===== config.mk =====
export PLATFORM = sky130hd
export DESIGN_NAME = uart_rx_frame_ctrl_flat
export DESIGN_NICKNAME = d
export VERILOG_FILES = /design/src/rtl/uart_frame_pkg.sv /design/src/rtl/uart_rx_frame_ctrl_if.sv /design/src/rtl/uart_frame_buf.sv /design/src/rtl/uart_rx_frame_ctrl.sv /design/src/flat_wrapper.sv
export SDC_FILE = /design/constraint.sdc
export NUM_CORES = 1
export LEC_CHECK = 0
export CAP_MARGIN = 20
export CORE_AREA = 5 5 143 145
export DETAILED_ROUTE_END_ITERATION = 12
export DIE_AREA = 0 0 148 150
export HOLD_SLACK_MARGIN = 0.12
export PLACE_DENSITY_LB_ADDON = 0.3
export SLEW_MARGIN = 20
export SYNTH_ARGS = -nofsm -noshare
export SYNTH_HDL_FRONTEND = slang
export SYNTH_SLANG_ARGS = --single-unit

===== constraint.sdc =====
create_clock -name clk -period 3 [get_ports clk]
set_input_delay 0.75 -clock clk [delete_from_list [all_inputs] [get_ports clk]]
set_output_delay 0.75 -clock clk [all_outputs]
set_load 0.02 [all_outputs]

===== src/rtl/uart_frame_pkg.sv =====
// Shared types and constants for the UART frame controller.
package uart_frame_pkg;
    typedef enum logic [2:0] {
        ST_IDLE, ST_ADDR, ST_LEN, ST_PAYLOAD, ST_CSUM, ST_ISSUE, ST_DONE, ST_ERR
    } state_t;

    localparam logic [1:0]  ERR_NONE = 2'd0;
    localparam logic [1:0]  ERR_LEN  = 2'd1;
    localparam logic [1:0]  ERR_CSUM = 2'd2;
    localparam logic [1:0]  ERR_TMO  = 2'd3;

    localparam logic [7:0]  SYNC_BYTE_DEF   = 8'hA5;
    localparam logic [7:0]  CFG_ADDR_DEF    = 8'hFE;
    localparam logic [12:0] DEFAULT_CPB_DEF = 13'd868;
    localparam logic [12:0] MIN_CPB         = 13'd16;
endpackage


===== src/rtl/uart_rx_frame_ctrl_if.sv =====
// Receiver byte input, register-write port and status of the frame controller.
interface uart_rx_frame_ctrl_if;
    logic        rx_done;
    logic [7:0]  rx_data;
    logic [12:0] clks_per_bit;
    logic        wr_valid;
    logic        wr_ready;
    logic [7:0]  wr_addr;
    logic [7:0]  wr_data;
    logic        frame_ok;
    logic        frame_err;
    logic [1:0]  err_code;
    logic        busy;

    modport master (
        input  rx_done, rx_data, wr_ready,
        output clks_per_bit, wr_valid, wr_addr, wr_data, frame_ok, frame_err, err_code, busy
    );
    modport slave (
        output rx_done, rx_data, wr_ready,
        input  clks_per_bit, wr_valid, wr_addr, wr_data, frame_ok, frame_err, err_code, busy
    );
endinterface


===== src/rtl/uart_frame_buf.sv =====
// Payload byte buffer: one write port, one combinational indexed read port.
module uart_frame_buf #(
    parameter int MAX_LEN = 16,
    parameter int AW      = $clog2(MAX_LEN)
) (
    input  logic          clk,
    input  logic          we,
    input  logic [AW-1:0] waddr,
    input  logic [7:0]    wdata,
    input  logic [AW-1:0] raddr,
    output logic [7:0]    rdata
);
    logic [MAX_LEN-1:0][7:0] mem;

    always_ff @(posedge clk)
        if (we) mem[waddr] <= wdata;

    assign rdata = mem[raddr];
endmodule


===== src/rtl/uart_rx_frame_ctrl.sv =====
// Frame parser behind the UART receiver: buffers a payload, validates it, then issues writes.
// UART_FRAME_CSUM_EN adds the trailing XOR checksum byte and its check.
module uart_rx_frame_ctrl
    import uart_frame_pkg::*;
#(
    parameter int          MAX_LEN      = 16,
    parameter logic [15:0] TIMEOUT_CLKS = 16'd20000,
    parameter logic [12:0] DEFAULT_CPB  = DEFAULT_CPB_DEF,
    parameter logic [7:0]  SYNC_BYTE    = SYNC_BYTE_DEF,
    parameter logic [7:0]  CFG_ADDR     = CFG_ADDR_DEF
) (
    input logic clk,
    input logic rst,
    uart_rx_frame_ctrl_if.master bus
);
    localparam int         AW       = $clog2(MAX_LEN);
    localparam logic [7:0] MAX_LEN8 = 8'(MAX_LEN);

    state_t      state, state_nxt;
    logic [1:0]  err_q, err_nxt;
    logic [7:0]  base, len, idx, cfg_lo, rd_data;
    logic [15:0] tmo_cnt;
    logic [12:0] cpb, cfg_val;
    logic [AW-1:0] rd_addr;
    logic        is_cfg, cfg_ok, last_pay, issue_vld, fire, in_frame, tmo_hit;
`ifdef UART_FRAME_CSUM_EN
    logic [7:0]  csum;
`endif

    assign is_cfg    = base == CFG_ADDR;
    // Config frames read buf[1]; byte 0 was captured as it arrived.
    assign rd_addr   = is_cfg ? AW'(1) : idx[AW-1:0];
    assign cfg_val   = {rd_data[4:0], cfg_lo};
    assign cfg_ok    = len == 8'd2 && cfg_val >= MIN_CPB;
    assign last_pay  = idx == len - 8'd1;
    assign issue_vld = rst && state == ST_ISSUE && !is_cfg;
    assign fire      = issue_vld && bus.wr_ready;
    assign in_frame  = state inside {ST_ADDR, ST_LEN, ST_PAYLOAD, ST_CSUM};
    assign tmo_hit   = in_frame && !bus.rx_done && tmo_cnt >= TIMEOUT_CLKS - 16'd1;

    uart_frame_buf #(.MAX_LEN(MAX_LEN), .AW(AW)) u_buf (
        .clk   (clk),
        .we    (state == ST_PAYLOAD && bus.rx_done),
        .waddr (idx[AW-1:0]),
        .wdata (bus.rx_data),
        .raddr (rd_addr),
        .rdata (rd_data)
    );

    always_ff @(posedge clk) begin
        if (!rst) begin
            state <= ST_IDLE;
            err_q <= ERR_NONE;
        end else begin
            state <= state_nxt;
            err_q <= err_nxt;
        end
    end

    always_comb begin
        state_nxt = state;
        err_nxt   = err_q;
        case (state)
            ST_IDLE:    if (bus.rx_done && bus.rx_data == SYNC_BYTE) state_nxt = ST_ADDR;
            ST_ADDR:    if (bus.rx_done) state_nxt = ST_LEN;
            ST_LEN:
                if (bus.rx_done) begin
                    if (bus.rx_data == 8'd0 || bus.rx_data > MAX_LEN8) begin
                        state_nxt = ST_ERR;
                        err_nxt   = ERR_LEN;
                    end else begin
                        state_nxt = ST_PAYLOAD;
                    end
                end
`ifdef UART_FRAME_CSUM_EN
            ST_PAYLOAD: if (bus.rx_done && last_pay) state_nxt = ST_CSUM;
            ST_CSUM:
                if (bus.rx_done) begin
                    if (bus.rx_data != csum) begin
                        state_nxt = ST_ERR;
                        err_nxt   = ERR_CSUM;
                    end else begin
                        state_nxt = ST_ISSUE;
                    end
                end
`else
            ST_PAYLOAD: if (bus.rx_done && last_pay) state_nxt = ST_ISSUE;
`endif
            ST_ISSUE:
                if (is_cfg) begin
                    state_nxt = cfg_ok ? ST_DONE : ST_ERR;
                    if (!cfg_ok) err_nxt = ERR_LEN;
                end else if (fire && last_pay) begin
                    state_nxt = ST_DONE;
                end
            ST_DONE:    state_nxt = ST_IDLE;
            ST_ERR:     state_nxt = ST_IDLE;
            default:    state_nxt = ST_IDLE;
        endcase
        if (tmo_hit) begin
            state_nxt = ST_ERR;
            err_nxt   = ERR_TMO;
        end
    end

    always_ff @(posedge clk) begin
        if (!rst) begin
            base    <= 8'd0;
            len     <= 8'd0;
            idx     <= 8'd0;
            cfg_lo  <= 8'd0;
            tmo_cnt <= 16'd0;
            cpb     <= DEFAULT_CPB;
`ifdef UART_FRAME_CSUM_EN
            csum    <= 8'd0;
`endif
        end else begin
            tmo_cnt <= (in_frame && !bus.rx_done) ? tmo_cnt + 16'd1 : 16'd0;
            case (state)
                ST_ADDR: if (bus.rx_done) base <= bus.rx_data;
                ST_LEN: if (bus.rx_done) begin
                    len <= bus.rx_data;
                    idx <= 8'd0;
                end
                ST_PAYLOAD: if (bus.rx_done) begin
                    if (idx == 8'd0) cfg_lo <= bus.rx_data;
                    idx <= last_pay ? 8'd0 : idx + 8'd1;
                end
                ST_ISSUE:
                    if (is_cfg) begin
                        if (cfg_ok) cpb <= cfg_val;
                    end else if (fire) begin
                        idx <= idx + 8'd1;
                    end
                default: ;
            endcase
`ifdef UART_FRAME_CSUM_EN
            if (bus.rx_done) begin
                if (state == ST_ADDR) csum <= bus.rx_data;
                else if (state == ST_LEN || state == ST_PAYLOAD) csum <= csum ^ bus.rx_data;
            end
`endif
        end
    end

    assign bus.wr_valid     = issue_vld;
    assign bus.wr_addr      = issue_vld ? base + idx : 8'd0;
    assign bus.wr_data      = issue_vld ? rd_data : 8'd0;
    assign bus.frame_ok     = rst && state == ST_DONE;
    assign bus.frame_err    = rst && state == ST_ERR;
    assign bus.err_code     = err_q;
    assign bus.busy         = state != ST_IDLE;
    assign bus.clks_per_bit = cpb;
endmodule


===== src/flat_wrapper.sv =====
// flat-port wrapper written by rule: the top's interface ports become plain ports
module uart_rx_frame_ctrl_flat import uart_frame_pkg::*;
#(
    parameter int          MAX_LEN      = 16,
    parameter logic [15:0] TIMEOUT_CLKS = 16'd20000,
    parameter logic [12:0] DEFAULT_CPB  = DEFAULT_CPB_DEF,
    parameter logic [7:0]  SYNC_BYTE    = SYNC_BYTE_DEF,
    parameter logic [7:0]  CFG_ADDR     = CFG_ADDR_DEF
)
  (clk, rst, bus_rx_done, bus_rx_data, bus_wr_ready, bus_clks_per_bit, bus_wr_valid, bus_wr_addr, bus_wr_data, bus_frame_ok, bus_frame_err, bus_err_code, bus_busy);
  uart_rx_frame_ctrl_if bus_i ();
  input logic clk;
  input logic rst;
  input wire logic [$bits(bus_i.rx_done)-1:0] bus_rx_done;
  input wire logic [$bits(bus_i.rx_data)-1:0] bus_rx_data;
  input wire logic [$bits(bus_i.wr_ready)-1:0] bus_wr_ready;
  output wire logic [$bits(bus_i.clks_per_bit)-1:0] bus_clks_per_bit;
  output wire logic [$bits(bus_i.wr_valid)-1:0] bus_wr_valid;
  output wire logic [$bits(bus_i.wr_addr)-1:0] bus_wr_addr;
  output wire logic [$bits(bus_i.wr_data)-1:0] bus_wr_data;
  output wire logic [$bits(bus_i.frame_ok)-1:0] bus_frame_ok;
  output wire logic [$bits(bus_i.frame_err)-1:0] bus_frame_err;
  output wire logic [$bits(bus_i.err_code)-1:0] bus_err_code;
  output wire logic [$bits(bus_i.busy)-1:0] bus_busy;
  assign bus_i.rx_done = bus_rx_done;
  assign bus_i.rx_data = bus_rx_data;
  assign bus_i.wr_ready = bus_wr_ready;
  assign bus_clks_per_bit = bus_i.clks_per_bit;
  assign bus_wr_valid = bus_i.wr_valid;
  assign bus_wr_addr = bus_i.wr_addr;
  assign bus_wr_data = bus_i.wr_data;
  assign bus_frame_ok = bus_i.frame_ok;
  assign bus_frame_err = bus_i.frame_err;
  assign bus_err_code = bus_i.err_code;
  assign bus_busy = bus_i.busy;
  uart_rx_frame_ctrl #(.MAX_LEN(MAX_LEN), .TIMEOUT_CLKS(TIMEOUT_CLKS), .DEFAULT_CPB(DEFAULT_CPB), .SYNC_BYTE(SYNC_BYTE), .CFG_ADDR(CFG_ADDR)) u_core (.clk(clk), .rst(rst), .bus(bus_i));
endmodule

* After elaboration in Yosys (flattened, before gate mapping) *
Index checks and enable logic that the tools add are counted.
Widths: inputs -> output; s select.

storage, ports and cells
  word-level logic and storage cells = 118
  input port bits = 12
  output and inout bits = 35
  register bits = 194

cells by class
  reductions and logical operators = 31
  add/sub/neg operators = 4
  multiplexer cells = 30
  eq/ne operators = 23
  magnitude comparators = 6

operators by type and width
  kind                   number
  $bwmux 128             1
  $mux 8                 9
  $bmux 8 s4             1
  $demux 8 s4            1
  $mux 3                 8
  $pmux 8 s3             1
  $add 16x1->16 const B  1
  $eq 8x8->1 const B     2
  $ge 16x15->1 const B   1
  $logic_not 8->1        2
  $pmux 3 s5             1
  $reduce_and 5->1       3
  $ge 13x5->1 const B    1
  $logic_and 1x1->1      13
  $eq 3x3->1 const B     4
  $ne 3x2->1 const B     4
  $lt 4x5->1 const B     2
  $mux 2                 5
  $reduce_bool 3->1      3
  $add 8x1->8 const B    1
  $add 8x8->8            1
  $eq 8x2->1 const B     1
  $eq 8x8->1             1
  $gt 8x5->1 const B     1
  other kinds (18)       26

* Longest topological paths before layout *
Gate-level depths: netlist of run 1.

  word-level depth = 10
  gate-level depth with buffers = 11
  gate-level depth less buffers = 9

* Modules after synthesis *
Synthesis of run 1 repeated with hierarchy kept, for this count alone.

second synthesis, totals
  cell total of the unflattened synthesis = 644
  area total of the unflattened synthesis = 8456.9 um2

by module, submodules not included
  module              area an instance (um2)  instances  cells an instance
  uart_frame_buf      5009.8                  1          226
  uart_rx_frame_ctrl  3447.1                  1          418

* Worst setup path before layout of run 1 *
Ideal clock, no wire load.

  path kind = reg-to-output
  start = register u_core.base[0]
  end = output bus_wr_data[6]
  arrival = 2.271 ns
  cell stages (with the launch flop) = 10
  buffers on the path = 2
  required time = 2.250 ns
  setup slack = -0.021 ns
  path through = dfxtp_1 > nand4b_2 > nor2_1 > clkbuf_1 > nor2_1 > clkbuf_1 > nand2_1 > a311oi_1 > a31oi_1 > a211oi_1

between the ends
  cells in the longest elaborated chain, start to end = 5
  elaborated cells on any way between the ends = 7

RTL lines
  item                          line                       RTL
  start, declared               uart_rx_frame_ctrl.sv:21   logic [7:0] base, len, idx, cfg_lo, rd_data;
  start signal, assigned        uart_rx_frame_ctrl.sv:120  ST_ADDR: if (bus.rx_done) base <= bus.rx_data;
  $eq 8x8->1 *                  uart_rx_frame_ctrl.sv:30   assign is_cfg = base == CFG_ADDR;
  $mux 4                        uart_rx_frame_ctrl.sv:32   assign rd_addr = is_cfg ? AW'(1) : idx[AW-1:0];
  $bmux 8 s4                    uart_frame_buf.sv:18       assign rdata = mem[raddr];
  $mux 8 (implied by the code)  uart_frame_buf.sv:18
  $mux 8 *                      uart_rx_frame_ctrl.sv:148  assign bus.wr_data = issue_vld ? rd_data : 8'd0;
  end, declared                 flat_wrapper.sv:20         output wire logic [$bits(bus_i.wr_data)-1:0] bus_wr_data;

Mark *: on every way between the ends. The rest lies on a longest branch, timed or not. The select of a mux whose other input is x is not followed.

* Worst setup path in the final report of run 1 *
  start = register u_core.base[1]
  end = output bus_wr_data[6]

The elaborated chain is that of the path after synthesis.

==> metrics.md, run 1 <==
| Metric | Value |
|---|---|
| Outcome | complete, but fails checks |
| Failing checks | negative setup slack |
| Final Hold Fails | 0 |
| Worst r2r src | u_core.base[1]$_SDFFE_PN0P_ |
| Setup violators final | 9 |
| Post-synthesis sequential area ratio | 59.3% |
| IO Count | 47 |
| Layout cell share with drive strength beyond 1 | 31.6% |
| # rows | 51 |
| Initial Utilization | 45.7% |
| Vias | 6425 |
| Die height | 150 um |
| Global-route wire length before repair | 35.0 mm |
| Global Route Usage Sum | 20.4% |
| Slew Viols, Final | 0 |
| N_diodes | 0 |
| Dpl hpwl | 15.7 mm |
| R2R Path End | u_core.bus.clks_per_bit[3]$_SDFFE_PN0P_ |
| PnR worst setup slack | -104 ps |
| Setup CP Type | reg2out |
| First-iteration detailed-routing DRC count | 537 |
| Post-Syn Instances | 724 |
| CTS tree | done |
| Fillers | 1456 |
| Hold Slack | 462 ps |
| Area of the multi-input gates | 0.00374 mm2 |
| Tot Pwr | 5260 uW |
| Fin crit period | 3100 ps |
| Reg2Reg Depth | 13 |
| Wire per inst | 20.3 um |
| Antenna-violating nets left | 0 |
| Prevailing post-synth register cell | edfxtp_1 |
| Synth Net Count | 751 |
| Final Cycle Share | 103% |
| Async S/R FF share, synth | 0% |
| Measured slew at the worst slew-check pin | 666 ps |
| Total die area | 0.0222 mm2 |
| Worst Path Arrival | 2350 ps |
| RD Place Congestion | 0.997 |
| Reg2Reg Setup Slack | 150 ps |
| Initial antenna violation count | 0 |
| Largest net degree at the start of global routing | 62 |
| Synthesis-to-layout area growth | 31.6% |
| Distinct cell type count of the synthesized netlist | 63 |
| Crit. End Element | primary output |
| CORE AREA | 0.0191 mm2 |
| Leak | 0.00412 uW |
| Post-Route WL | 23.0 mm |
| GR Overflow Total | 0 |
| CTS Root Cell | clkbuf_16 |
| Power per cell area | 459 mW/mm2 |
| Startpoint types | register |
| Hold Path Sink | u_core.bus.clks_per_bit[11]$_SDFFE_PN0P_ |
| Required @ worst endpoint | 2250 ps |
| Min-delay src | u_core.bus.clks_per_bit[11]$_SDFFE_PN0P_ |
| Post-synthesis cell area | 0.00871 mm2 |
| RSZ-0062 raised after global routing | true |
| EDFF count, synth | 128 |
| Port buffer count | 46 |
| Clk_lat worst skew | 440 ps |
| Sequential Area | 0.00518 mm2 |
| Clock sinks | 194 |
| Avg Vias per Cell | 5.67 |
| Max_slew headroom | 55.3% |
| Skew final | 11.1 ps |
| Vias in the first global route | 6490 |
| Peak supply drop | 0.397 mV |
| WHS Path Cells | 2 |
| CTS HTree Levels | 4 |
| Warnings from Yosys | 0 |
| Min-Delay Path Class | reg2reg |
| Achievable Freq | 322 MHz |
| CTS clk-pin slew, worst paths | 70 ps |
| Chip width | 148 um |
| Syn Area/Cell | 12.0 um2 |
| Crit Path Max Fanout | 6 |
| Number of max-cap violations | 0 |
| Register bit total from synthesis | 194 |
| Final-stage net count | 910 |
| TritonCTS Buffers | 17 |
| DR DRC count | 0 |
| Drt first pass iters | 5 |
| Clock tree buffer depth | 2 |
| Hold bufs inserted after CTS | 0 |
registers in the layout, indices dropped and copies added, names as in the netlist:
| signal | count |
|---|---|
| u_core.u_buf.mem | 128 |
| u_core.tmo_cnt | 16 |
| u_core.bus.clks_per_bit | 13 |
| u_core.base | 8 |
| u_core.cfg_lo | 8 |
| u_core.idx | 8 |
| u_core.len | 8 |
| u_core.state | 3 |
| u_core.bus.err_code | 2 |
cell families after synthesis:
kind of cell	synth area share [%]
simple gates	15.2
buf+inv	2.34
compound gates	9.36
mux	8.01
flops	59.3
xor+xnor	3.62
fa+ha+maj	2.24
final cells by class:
cell class	count	area share, %
timing repair buffer	178	13.9
clock inverter	14	1.41
clock buffer	18	3.93
tap	238	2.60
sequential	194	45.2
multi-input combinational	484	32.6
inverter	8	0.316
stage by stage:
stage / util [%] / area (um2) / TNS (ps) / instances / setup slack [ps]
after CTS: 58.1 / 11100 / -325 / 1117 / -117
after global routing: 60.1 / 11500 / -1600 / 1134 / -197
after floorplan: - / 8730 / 0 / 724 / 52.0
after detailed placement: 53.3 / 10200 / -2020 / 1076 / -314
after global placement: 53.3 / 10200 / -1440 / 1076 / -189
final: 60.1 / 11500 / -506 / 1134 / -104
worst max path at each step:
stage / start / endpoint / slack [ps] / cells past startpoint
finish: u_core.base[1]$_SDFFE_PN0P_ / bus_wr_data[6] / -100 / 10
global route: u_core.base[1]$_SDFFE_PN0P_ / bus_wr_addr[6] / -200 / 10
CTS: u_core.idx[1]$_SDFFE_PN0P_ / bus_wr_addr[7] / -120 / 9
detailed placement: u_core.base[0]$_SDFFE_PN0P_ / bus_wr_data[5] / -310 / 9
global placement: u_core.base[0]$_SDFFE_PN0P_ / bus_wr_data[5] / -190 / 9
floorplan: rst / bus_wr_data[0] / 50 / 5
report_power, final:
part / switching [uW] / internal [uW] / total, uW
logic: 68.6 / 33.8 / 102
clock network: 1080 / 1240 / 2320
registers: 0.325 / 2840 / 2840
cells in the final DEF (no fill, tap or decap), types with 5 or more instances in the layout:
master | netlist | final
a21boi_0 | 10 | 10
nand4_1 | 6 | 6
xor2_1 | 17 | 17
mux2i_1 | 36 | 36
o21ai_2 | 0 | 6
buf_12 | 0 | 8
and2_1 | 14 | 11
a21o_1 | 7 | 7
o21ai_0 | 10 | 5
nand2_1 | 77 | 77
dfxtp_2 | 0 | 10
a21oi_1 | 15 | 12
nor4_1 | 7 | 6
a221oi_2 | 0 | 7
nand3_1 | 25 | 23
inv_1 | 8 | 6
nor3_2 | 0 | 5
nor2b_1 | 28 | 28
o211ai_1 | 7 | 7
dfxtp_1 | 66 | 54
a211oi_2 | 0 | 12
edfxtp_1 | 128 | 128
mux4_2 | 14 | 14
buf_6 | 2 | 17
nand2b_1 | 6 | 6
xnor2_1 | 19 | 18
and3_1 | 9 | 9
clkbuf_16 | 0 | 19
clkdlybuf4s50_1 | 0 | 28
buf_4 | 3 | 120
ha_1 | 14 | 11
nor2_1 | 70 | 66
nor3_1 | 15 | 9
critical path, cell delays in order (launching register included):
cell	delay, ps
dfxtp_4	370
buf_4	120
nand4b_4	150
o21ai_2	180
buf_6	180
buf_6	110
a211oi_2	40
a311oi_2	290
a31oi_1	90
a211oi_2	200
buf_4	170
Yosys cell counts (3+ instances only):
library cell	number	share of area, %
edfxtp_1	128	44
clkbuf_1	27	1.2
a21o_1	7	0.60
nor3_1	15	0.86
a211oi_1	12	1.0
o22a_1	3	0.30
xnor2_1	19	1.9
o21ai_1	3	0.17
nand4_1	6	0.43
buf_2	4	0.23
o31a_1	3	0.30
a31oi_1	3	0.22
mux2i_1	36	4.1
a21boi_0	10	0.86
a221oi_1	9	0.90
a21oi_1	15	0.86
and2_1	14	1.0
and3_1	9	0.65
xor2_1	17	1.7
nand2_1	77	3.3
ha_1	14	2.0
a311oi_1	4	0.40
o21ai_0	10	0.57
buf_4	3	0.26
nand2b_1	6	0.43
nor4_1	7	0.50
nand3_1	25	1.4
nor2b_1	28	2.0
mux4_2	14	3.6
dfxtp_1	66	15
nor2_1	70	3.0
inv_1	8	0.34
a22oi_1	6	0.52
o31ai_1	3	0.26
o211ai_1	7	0.60
layer usage:
layer  share of wire [%]  vias to the layer above  wire length, um  global-route usage (%)
met2                  50                      232            11400                    33.5
met1                  41                     3154             9490                    26.3
met3                 6.4                       49             1460                    4.69
li1                    -                     2990                -                       -
met5                   0                        -                0                       0
met4                 2.7                        0              628                    8.31
what timing repair did:
action	4_1_cts	5_1_grt
gates cloned	0	1
setup endpoints to repair	17	17
buffers inserted	11	17
pin swaps	31	43
resized for setup	136	64
No activity file was read; power rests on OpenSTA's default activity.
==> run 2: changes to the inputs <==
--- a/config.mk
+++ b/config.mk
@@ -7,6 +7,7 @@
 export LEC_CHECK = 0
 export CAP_MARGIN = 20
 export CORE_AREA = 5 5 143 145
+export CTS_CLUSTER_SIZE = 40
 export DETAILED_ROUTE_END_ITERATION = 12
 export DIE_AREA = 0 0 148 150
 export HOLD_SLACK_MARGIN = 0.12
==> constraint.sdc (replaced) <==
create_clock -name clk -period 2.9 [get_ports clk]
set_input_delay 0.725 -clock clk [delete_from_list [all_inputs] [get_ports clk]]
set_output_delay 0.725 -clock clk [all_outputs]
set_load 0.02 [all_outputs]
==> run 2 against run 1 <==
Net effect: the flow still finishes with violations (negative setup slack); global-route usage up 0.60 points; non-clock buffer count rose by 15; via count increased by 2.6%; clock power decreased by 2%; first-iteration DRC count rose by 13%; register-to-register slack worse by 20 ps; worst hold slack got worse by 1.6 ps; total power rose by 1.2%; sequential share of layout area down 0.094 points; wire length grew 2.8%; critical endpoint is now bus_wr_data[7].
==> metrics.md, run 2 (same netlist as run 1, synthesis figures left out) <==
| Metric | Value |
|---|---|
| Layout cell share with drive strength beyond 1 | 31.7% |
| RSZ-0062 raised after global routing | true |
| TritonCTS Buffers | 17 |
| Skew final | 15.6 ps |
| Vias | 6590 |
| Wire per inst | 20.6 um |
| Dpl hpwl | 16.1 mm |
| Slowest CP cell | dfxtp_4 |
| Initial Utilization | 45.7% |
| Crit. End Element | primary output |
| Slew Viols, Final | 0 |
| Clock sinks | 194 |
| Setup CP Type | reg2out |
| Leak | 0.00420 uW |
| Post-Route WL | 23.6 mm |
| Chip width | 148 um |
| Outcome | complete, but fails checks |
| Number of max-cap violations | 0 |
| Most frequent cells in the layout | 132 x buf_4, 128 x edfxtp_1, 76 x nand2_1 |
| DR DRC count | 0 |
| Clk_lat worst skew | 440 ps |
| Leading cell type in the layout, fill and taps excluded | buf_4 |
| Min-Delay Path Class | reg2reg |
| Die height | 150 um |
| N_diodes | 0 |
| Final Core Density | 60.3% |
| Largest net degree at the start of global routing | 62 |
| Clock tree buffer depth | 2 |
| Measured slew at the worst slew-check pin | 606 ps |
| Antenna-violating nets left | 0 |
| Achievable Freq | 319 MHz |
| Required @ worst endpoint | 2170 ps |
| Fin crit period | 3130 ps |
| Failing checks | negative setup slack |
| Avg Vias per Cell | 5.74 |
| Vias in the first global route | 6557 |
| Startpoint types | register |
| Power per cell area | 463 mW/mm2 |
| CTS Root Cell | clkbuf_16 |
| Reg2Reg Setup Slack | 130 ps |
| Total die area | 0.0222 mm2 |
| First-iteration detailed-routing DRC count | 606 |
| Global Route Usage Sum | 21.0% |
| Max_slew headroom | 59.3% |
| # rows | 51 |
| Global-route wire length before repair | 35.8 mm |
| CP Cell Sequence | buf_12 -> inv_1 -> o21ai_2 -> buf_6 -> buf_6 -> buf_4 -> a221oi_2 -> a21oi_2 -> a211oi_2 -> a211oi_2 -> buf_4 |
| GR Overflow Total | 0 |
| Top Family by Delay on Critical Path | buffers and inverters |
| Max reg flops | 128 |
| RD Place Congestion | 0.915 |
| Initial antenna violation count | 0 |
| Final-stage net count | 925 |
| Worst Path Arrival | 2410 ps |
| Bufs and invs on worst path | 6 |
| Setup violators final | 12 |
| Final Hold Fails | 0 |
| Drt first pass iters | 6 |
| Synthesis-to-layout area growth | 32.0% |
| CTS HTree Levels | 4 |
| CORE AREA | 0.0191 mm2 |
| PnR worst setup slack | -231 ps |
| Reg with most FFs | u_core.u_buf.mem |
| CTS clk-pin slew, worst paths | 80 ps |
| CP peak stage delay | 360 ps |
| Final Cycle Share | 108% |
| IO Count | 47 |
| Peak supply drop | 0.431 mV |
| Port buffer count | 46 |
| Fillers | 1435 |
| CTS tree | done |
| Tot Pwr | 5320 uW |
| Crit Path Max Fanout | 6 |
[run 2: cell types whose count changed in the layout (fill, tap and decap cells not counted), moves of 3 or more]
cell | before | now
buf_4 | 120 | 132
o21ai_2 | 6 | 2
a21oi_1 | 12 | 9
o21ai_1 | 2 | 5
[run 2: worst paths after layout]
check / start / endpoint / cells after the start
max: u_core.idx[0]$_SDFFE_PN0P_ / bus_wr_data[7] / 11
min: u_core.bus.clks_per_bit[3]$_SDFFE_PN0P_ / u_core.bus.clks_per_bit[3]$_SDFFE_PN0P_ / 2
max reg2reg: u_core.base[0]$_SDFFE_PN0P_ / u_core.bus.clks_per_bit[12]$_SDFFE_PN0P_ / 12
min reg2reg: u_core.bus.clks_per_bit[3]$_SDFFE_PN0P_ / u_core.bus.clks_per_bit[3]$_SDFFE_PN0P_ / 2
[run 2: routing by layer]
layer	GRT usage, %	vias up	routed length, um	share of wire [%]
met5	0	-	0	0
met4	10.2	0	915	3.9
met3	3.36	73	1420	6.0
met2	35.0	269	11600	49
met1	26.9	3226	9730	41
li1	-	3022	-	-
[run 2: timing repair]
item / CTS / global route
pin swaps: 40 / 24
setup buffers: 19 / 7
hold buffers: 0 / 0
endpoints found under the setup margin: 29 / 26
resized for setup: 168 / 30
endpoints found under the hold margin: 0 / 0
cloned: 0 / 2
[run 2: worst reg2reg max path, cell delays in order (launching register included)]
cell and delay [ps]:
dfxtp_2 340, nand4b_4 240, buf_6 180, buf_6 110
o22ai_1 190, buf_4 150, a22oi_1 100, buf_4 160
o31ai_1 240, nor4b_2 120, a2111oi_4 410, buf_6 240
mux2i_1 210
[run 2: cell type report]
type                            instances  area (um2)  share of cell area (%)
Timing Repair Buffer                  193        1710                    14.8
Inverter                                8        32.5                   0.283
Clock buffer                           19         454                    3.95
Multi-Input combinational cell        484        3700                    32.2
Sequential cell                       194        5190                    45.1
Clock inverter                         13         121                    1.06
Tap cell                              238         298                    2.59
[run 2: per-stage QoR]
stage                     hold slack, ps  setup TNS (ps)  setup slack [ps]  cells  instance area (um2)
after CTS                            468           -1430              -215   1140                11300
after detailed placement             449           -4920              -310   1089                10200
after global routing                 477           -2540              -358   1149                11500
after floorplan                      430               0              1.99    724                 8730
after global placement               442           -4250              -250   1089                10200
final                                461           -1450              -231   1149                11500
[run 2: report_power, final]
part | internal [uW] | total, uW | leakage (uW) | switching (uW)
Sequential | 2930 | 2930 | 0.00169 | 0.333
Combinational | 34.9 | 106 | 0.00222 | 71.2
Clock | 1180 | 2280 | 0.000286 | 1100
==> run 3: changes to the inputs <==
==> constraint.sdc (replaced) <==
create_clock -name clk -period 2.9 [get_ports clk]
set_input_delay 0.725 -clock clk [delete_from_list [all_inputs] [get_ports clk]]
set_output_delay 0.725 -clock clk [all_outputs]
set_load 0.05 [all_outputs]
==> run 3 against run 2 <==
Net effect: the flow still finishes with violations (negative setup slack); highest routed layer unchanged; worst setup slack worse by 27 ps; largest power group unchanged; worst hold slack better by 6.6 ps; global-route usage is 0.13 points higher; fmax is 0.85% lower; sequential power hardly changed.
==> metrics.md, run 3 (same netlist as run 1, synthesis figures left out) <==
| Metric | Value |
|---|---|
| Outcome | complete, but fails checks |
| Failing checks | negative setup slack |
| Slew Viols, Final | 0 |
| Total die area | 0.0222 mm2 |
| Number of max-cap violations | 0 |
| Layout cell share with drive strength beyond 1 | 30.8% |
| Min-Delay Path Class | reg2reg |
| Vias | 6408 |
| Fin crit period | 3160 ps |
| Combinational share of power | 2.0% |
| Internal | 4210 uW |
| Synthesis-to-layout area growth | 33.1% |
| CTS HTree Levels | 4 |
| Clock sinks | 194 |
| Fillers | 1422 |
| Leading cell type in the layout, fill and taps excluded | edfxtp_1 |
| Global-route wire length before repair | 35.9 mm |
| Initial Utilization | 45.7% |
| Achievable Freq | 317 MHz |
| Clk_lat worst skew | 430 ps |
| Reg with most FFs | u_core.u_buf.mem |
| CTS clk-pin slew, worst paths | 70 ps |
| Reg2Reg Depth | 14 |
| Leak | 0.00412 uW |
| Net Sw Frac | 21.1% |
| Max reg flops | 128 |
| CP Cell Sequence | buf_4 -> buf_6 -> buf_12 -> mux4_2 -> and2_4 -> a211oi_2 -> nor3_1 -> buf_4 -> and2_4 -> buf_12 |
| RSZ-0062 raised after global routing | true |
| DR DRC count | 0 |
| Slowest CP cell | mux4_2 |
| Hold Slack | 467 ps |
| CP peak stage delay | 490 ps |
| Setup violators final | 24 |
| Final Cycle Share | 109% |
| Vias in the first global route | 6387 |
| TritonCTS Buffers | 17 |
| Die height | 150 um |
| Initial antenna violation count | 0 |
| Largest net degree at the start of global routing | 62 |
| Final-stage net count | 899 |
| Placed Instances | 1055 |
| Drt first pass iters | 5 |
| Max_slew headroom | 57.6% |
| Clock tree buffer depth | 2 |
| Chip width | 148 um |
| Power per cell area | 460 mW/mm2 |
| N_diodes | 0 |
| CTS tree | done |
| Global Route Usage Sum | 21.2% |
| CORE AREA | 0.0191 mm2 |
| Required @ worst endpoint | 2170 ps |
| Avg Vias per Cell | 5.71 |
| Clock share of power | 43.0% |
| Most frequent cells in the layout | 128 x edfxtp_1, 94 x buf_4, 76 x nand2_1 |
| Measured slew at the worst slew-check pin | 630 ps |
| GR Overflow Total | 0 |
| # rows | 51 |
| Post-Route Setup TNS | -3060 ps |
| Port buffer count | 46 |
| Peak supply drop | 0.379 mV |
| Post-Route WL | 23.5 mm |
| Sw power | 1130 uW |
| First-iteration detailed-routing DRC count | 543 |
| IO Count | 47 |
| Crit Path Max Fanout | 5 |
| Post-route insts no fill | 1123 |
| Skew final | 13.1 ps |
| Part of the power in registers | 55.0% |
| Setup CP Type | reg2out |
| Crit. End Element | primary output |
| CTS Root Cell | clkbuf_16 |
| WHS Path Cells | 2 |
| Antenna-violating nets left | 0 |
| Worst Path Arrival | 2430 ps |
| PnR worst setup slack | -258 ps |
| Hold bufs inserted after CTS | 0 |
| RD Place Congestion | 0.918 |
| Wire per inst | 21.0 um |
| Startpoint types | register |
| Dpl hpwl | 15.9 mm |
| Final Hold Fails | 0 |
==> run 3: cell types whose count changed in the layout (fill, tap and decap cells not counted), sizes merged <==
cell           previous run  this run
inv                      15        14
clkinv                    6         3
clkinvlp                  0         2
clkbuf                   22        21
clkdlybuf4s50            28        26
buf                     162       141
==> run 3: worst max-delay path: cells and delay by family (launching register included) <==
kind,cells,cell delay (ps)
AO/OA/AOI/OAI,1,150
buffers and inverters,5,620
multiplexers,1,490
flip-flops,1,370
AND/OR/NAND/NOR,3,380
==> run 3: final cells by class <==
class	count	area, um2	share of cell area (%)
multi-input cells	484	3760	32.5
inverters	8	38.8	0.334
flip-flops and latches	194	5190	44.7
clock inverters	11	88.8	0.766
repair buffers	167	1730	14.9
well taps	238	298	2.57
clock buffers	21	492	4.24
==> run 3: routing by layer <==
layer | vias to the layer above | wire length (um) | track usage, %
li1 | 2970 | - | -
met1 | 3202 | 10100 | 28.4
met2 | 197 | 12000 | 36.2
met3 | 39 | 1060 | 3.79
met4 | 0 | 435 | 4.76
met5 | - | 0 | 0
==> run 3: worst paths after layout <==
path / slack, ps / endpoint / from
setup / recovery: -260 / bus_wr_data[2] / u_core.idx[1]$_SDFFE_PN0P_
hold / removal: 470 / u_core.bus.clks_per_bit[1]$_SDFFE_PN0P_ / u_core.bus.clks_per_bit[1]$_SDFFE_PN0P_
setup reg to reg: -110 / u_core.bus.clks_per_bit[11]$_SDFFE_PN0P_ / u_core.idx[1]$_SDFFE_PN0P_
hold reg to reg: 470 / u_core.bus.clks_per_bit[1]$_SDFFE_PN0P_ / u_core.bus.clks_per_bit[1]$_SDFFE_PN0P_
==> run 3: power by group through the flow <==
stage               sequential, uW  clock (uW)  combinational, uW
floorplan                     3000           0               26.1
global placement              3000           0                102
detailed placement            3000           0                105
CTS                           2940        2320                105
global route                  2930        2450                111
finish                        2930        2290                105
==> run 3: per-stage QoR <==
stage / worst slack [ps] / utilization [%] / power [uW] / cell area, um2
finish: -258 / 60.8 / 5340 / 11600
global route: -395 / 60.8 / 5490 / 11600
CTS: -246 / 59.3 / 5370 / 11300
detailed placement: -52.1 / 53.6 / 3110 / 10200
global placement: -84.6 / 53.6 / 3100 / 10200
floorplan: -181 / - / 3030 / 8810
==> run 3: timing repair <==
action                     4_1_cts  5_1_grt
setup endpoints to repair       27       28
cloned                           3        1
pin swaps                       38       24
gates resized for setup         76       43
buffers inserted                20       17
